### src/rtl/imem_loader.sv
// Instruction-memory loader: assembles a byte stream MSB-first into DATA_W-bit words,
// writes them at consecutive word addresses and holds the core while loading.
module imem_loader #(
   parameter int unsigned DATA_W = 24,
   parameter int unsigned ADDR_W = 8
) (
   input  logic              i_clk,
   input  logic              i_reset,
   input  logic              i_start,
   input  logic [ADDR_W-1:0] i_base_addr,
   input  logic [ADDR_W:0]   i_length,
   input  logic [7:0]        i_byte_in,
   input  logic              i_byte_valid,
   output logic              o_byte_ready,
   output logic              o_mem_we,
   output logic [ADDR_W-1:0] o_mem_waddr,
   output logic [DATA_W-1:0] o_mem_wdata,
   output logic              o_cpu_hold,
   output logic              o_busy,
   output logic              o_done
);

   localparam int unsigned NBYTES = DATA_W / 8;
   localparam int unsigned BCW    = (NBYTES > 1) ? $clog2(NBYTES) : 1;

   typedef enum logic [1:0] {
      StIdle,
      StRecv,
      StWrite,
      StDone
   } state_e;

   state_e            r_state;
   state_e            w_state_next;
   logic [BCW-1:0]    r_byte_cnt;
   logic [ADDR_W:0]   r_word_cnt;
   logic [ADDR_W:0]   r_length;
   logic [ADDR_W-1:0] r_addr;
   logic [DATA_W-1:0] r_word;
   logic              r_byte_ready;
   logic              r_busy;
   logic              r_cpu_hold;
   logic              r_done;

   logic              w_accept;
   logic              w_last_byte;
   logic [ADDR_W:0]   w_word_cnt_inc;
   logic              w_last_word;

   // r_byte_ready is a pure function of state, so acceptance never loops back into ready.
   assign w_accept       = r_byte_ready & i_byte_valid;
   assign w_last_byte    = (r_byte_cnt == BCW'(NBYTES - 1));
   assign w_word_cnt_inc = r_word_cnt + (ADDR_W + 1)'(1);
   assign w_last_word    = (w_word_cnt_inc == r_length);

   always_comb begin
      w_state_next = r_state;
      case (r_state)
         StIdle: begin
            if (i_start) begin
               w_state_next = (i_length != '0) ? StRecv : StDone;
            end
         end
         StRecv: begin
            if (w_accept && w_last_byte) begin
               w_state_next = StWrite;
            end
         end
         StWrite: begin
            w_state_next = w_last_word ? StDone : StRecv;
         end
         StDone: begin
            w_state_next = StIdle;
         end
         default: begin
            w_state_next = StIdle;
         end
      endcase
   end

   always_ff @(posedge i_clk or negedge i_reset) begin
      if (!i_reset) begin
         r_state      <= StIdle;
         r_byte_cnt   <= '0;
         r_word_cnt   <= '0;
         r_length     <= '0;
         r_addr       <= '0;
         r_word       <= '0;
         r_byte_ready <= 1'b0;
         r_busy       <= 1'b0;
         r_cpu_hold   <= 1'b0;
         r_done       <= 1'b0;
      end else begin
         r_state      <= w_state_next;
         // Status outputs are registered from the next state so they align with r_state.
         r_byte_ready <= (w_state_next == StRecv);
         r_busy       <= (w_state_next != StIdle);
         r_cpu_hold   <= (w_state_next != StIdle);
         r_done       <= (w_state_next == StDone);

         if ((r_state == StIdle) && i_start) begin
            r_addr     <= i_base_addr;
            r_length   <= i_length;
            r_word_cnt <= '0;
            r_byte_cnt <= '0;
         end

         if (w_accept) begin
            r_word     <= {r_word[DATA_W-9:0], i_byte_in};
            r_byte_cnt <= w_last_byte ? '0 : (r_byte_cnt + BCW'(1));
         end

         if (r_state == StWrite) begin
            r_addr     <= r_addr + ADDR_W'(1);
            r_word_cnt <= w_word_cnt_inc;
         end
      end
   end

   assign o_mem_we     = (r_state == StWrite);
   assign o_mem_waddr  = o_mem_we ? r_addr : '0;
   assign o_mem_wdata  = o_mem_we ? r_word : '0;
   assign o_byte_ready = r_byte_ready;
   assign o_busy       = r_busy;
   assign o_cpu_hold   = r_cpu_hold;
   assign o_done       = r_done;

endmodule

### config.mk
export PLATFORM = sky130hd
export DESIGN_NAME = imem_loader
export DESIGN_NICKNAME = d
export VERILOG_FILES = /design/src/rtl/imem_loader.sv
export SDC_FILE = /design/constraint.sdc
export NUM_CORES = 1
export LEC_CHECK = 0
export CAP_MARGIN = 20
export CORE_MARGIN = 2
export CORE_UTILIZATION = 30
export CTS_CLUSTER_DIAMETER = 120
export CTS_CLUSTER_SIZE = 40
export DETAILED_ROUTE_END_ITERATION = 8
export PLACE_DENSITY = 0.53
export SLEW_MARGIN = 30
export SYNTH_ARGS = -nofsm -noshare
export SYNTH_HDL_FRONTEND = slang
export SYNTH_SLANG_ARGS = --single-unit
### constraint.sdc
create_clock -name i_clk -period 2.22 [get_ports i_clk]
set_input_delay 0.444 -clock i_clk [delete_from_list [all_inputs] [get_ports i_clk]]
set_output_delay 0.444 -clock i_clk [all_outputs]
set_load 0.02 [all_outputs]
==> run metrics <==
Fmax=0.485 GHz; core area=9820 um^2; worst hold slack=107 ps; Final nets=402; die width=105 um; share of cells above drive strength 1=18.4%; final wirelength=7.31 mm; final hold viol count=0; CTS clock-pin slew for the worst setup and hold paths=70 ps; num rows=36; area leader, netlist=dfrtp_1; Post-Syn Area=3040 um^2; Pleak=1.88 nW; Final setup viols=0; n_diodes=0; Worst Max-Slew Pin Slew=526 ps; Worst Setup Path Type=flip-flop to output port; top post-synthesis cells by area=dfrtp_1 (47%), mux2_2 (12%), and2_1 (6.6%); min Tclk post-route=2060 ps; EDFF count, synth=0; first-pass GRT wire length=12.6 mm; Seq cells post-synth=57; reg2reg setup slack=230 ps; H-tree levels=3; status=complete, no violations; Detail Route Antenna Nets=0; setup repair after global routing missed its margin=false; largest net degree at the start of global routing=58; Slew HR=64.7%; top-count cell post-synth=dfrtp_1; Die Span Y=105 um; utilization after layout=41.5%; MaxCap Viol Count=0; vias in the first global route=2587; residual DRC count=0; Root Driver=clkbuf_8; Yosys warning count=0; syn avg cell area=10.1 um^2; cts bufs inserted=9; Area growth, synth to finish=34.0%; Crit. End Element=output port; Synth top cells by count=dfrtp_1 (57), mux2_2 (33), and2_1 (32); Peak supply drop=0.000372 V; number of clock sinks=57; DRT Pass-1 Iters=4; CP max FO=19; GR Overflow Total=0; vias per cell=4.85; Via Count=2467; required time worst endpoint=1780 ps; post-synth top area share=46.9%; crit share post-route=92.8%; Iter 0 DRT Violations=110; initial antenna violation count=0; Gate Count Post-Synth=301; Pwr Density=1040 nW/um^2; Hold Buf Count CTS=0; clk buf depth=2; Startpoint Class=flip-flop; Yosys cell types=45; Max Transition Viols Final=0; share of flip-flops with an asynchronous set or reset=100%; Post-Syn Nets=332; CTS tree=yes; sequential element share of the synthesized area=46.9%; Initial Utilization=31.0%; Post-synth top flop=dfrtp_1; wire per inst=14.4 um; WP data arrival=1620 ps; Post-DP HPWL=4.95 mm; Overall Global Routing Usage=14.2%; Setup TNS Final=0 ps; worst skew pair latency=340 ps; RePlAce Congestion=0.804; PortBufs=65; Clock Skew=7.86 ps; Die ar.=11000 um^2; io pins=66; R2R depth=6; worst min path class=input port to async pin
## layer usage
layer	track usage (%)	wire (um)
met5	0	0
met4	5.05	96
met3	3.93	400
met2	21.2	3150
met1	19.8	3670
## through the flow
step	power (mW)	instances	cell area (um^2)	setup slack, ps
3_5_place_dp	3.06	493	3870	241
3_3_place_gp	3.04	493	3870	254
4_1_cts	4.28	509	4070	2.30
6_report	4.24	509	4070	159
5_1_grt	4.53	509	4070	53.6
2_1_floorplan	2.65	301	3040	380
## path summary, 6_finish.rpt
check,end,startpoint
setup / recovery,o_mem_wdata[11],r_state[0]
hold / removal,r_length[4],i_reset
setup reg to reg,o_byte_ready,r_word_cnt[1]
hold reg to reg,r_word[16],r_word[16]
max in group asynchronous,r_byte_cnt[0],i_reset
min in group i_clk,r_word[16],r_word[16]
## critical path, cell delays in order (launching register included)
cell	delay, ps
dfrtp_1	380
inv_1	70
nand2_1	70
inv_1	70
buf_4	190
and2_1	160
dlygate4sd2_1	340
## what timing repair did
action                                 4_1_cts  5_1_grt
pin swaps                                    0        0
setup buffers                                0        0
endpoints found under the hold margin        0        0
resized for setup                           32        1
setup endpoints to repair                   32        1
## cell type report
cell class	count	area (um^2)
multi-input combinational	218	1490
inverter	5	18.8
clock inverter	7	118
sequential	57	1430
clock buffer	9	124
fill	1013	5750
tap	133	166
timing repair buffer	80	733
## cell usage in the layout (no fill, tap or decap), types with 3 or more instances in the layout
master | synthesis | routed
dfrtp_1 | 57 | 57
mux2_2 | 33 | 33
and2_1 | 32 | 32
dlygate4sd2_1 | 0 | 32
clkdlybuf4s50_1 | 0 | 31
nand2_1 | 21 | 21
nor2_1 | 17 | 17
a21oi_1 | 16 | 16
nand3_1 | 15 | 15
buf_4 | 5 | 14
o21ai_0 | 11 | 11
clkbuf_8 | 0 | 9
nor3_1 | 7 | 7
mux2i_1 | 6 | 6
inv_1 | 5 | 5
nand4_1 | 5 | 5
xnor2_1 | 5 | 5
xor2_1 | 4 | 4
and3_1 | 4 | 4
a21o_1 | 4 | 4
o22ai_1 | 4 | 4
a31oi_1 | 3 | 3
o31ai_1 | 3 | 3
nand2b_1 | 3 | 3
bufinv_16 | 0 | 3
## logic make-up (layout without fill, tap and decap cells)
family / after synthesis / count (layout) / share of synthesized area (%)
adders and majority gates: 2 / 2 / 0.823
AOI/OAI and AO/OA: 57 / 57 / 11.9
buffers and inverters: 26 / 101 / 4.20
xor gates and xnor gates: 9 / 9 / 2.59
and+or+nand+nor: 111 / 111 / 19.3
muxes: 39 / 39 / 14.2
DFF: 57 / 57 / 46.9
## report_power, final
group          total (mW)  switching, mW  leakage (nW)  internal, mW
Sequential           1.82          0.374         0.689          1.45
Clock                1.21          0.461         0.124         0.747
Combinational        1.21          0.548          1.07         0.660
Total                4.24           1.38          1.88          2.85
## flip-flops by register name, indices dropped and copies added (netlist names)
register / count
r_word_cnt: 9
r_byte_cnt: 2
o_byte_ready: 1
r_state: 2
o_cpu_hold: 1
r_word: 24
r_length: 9
o_done: 1
r_addr: 8
No activity file was read; power rests on OpenSTA's default activity.
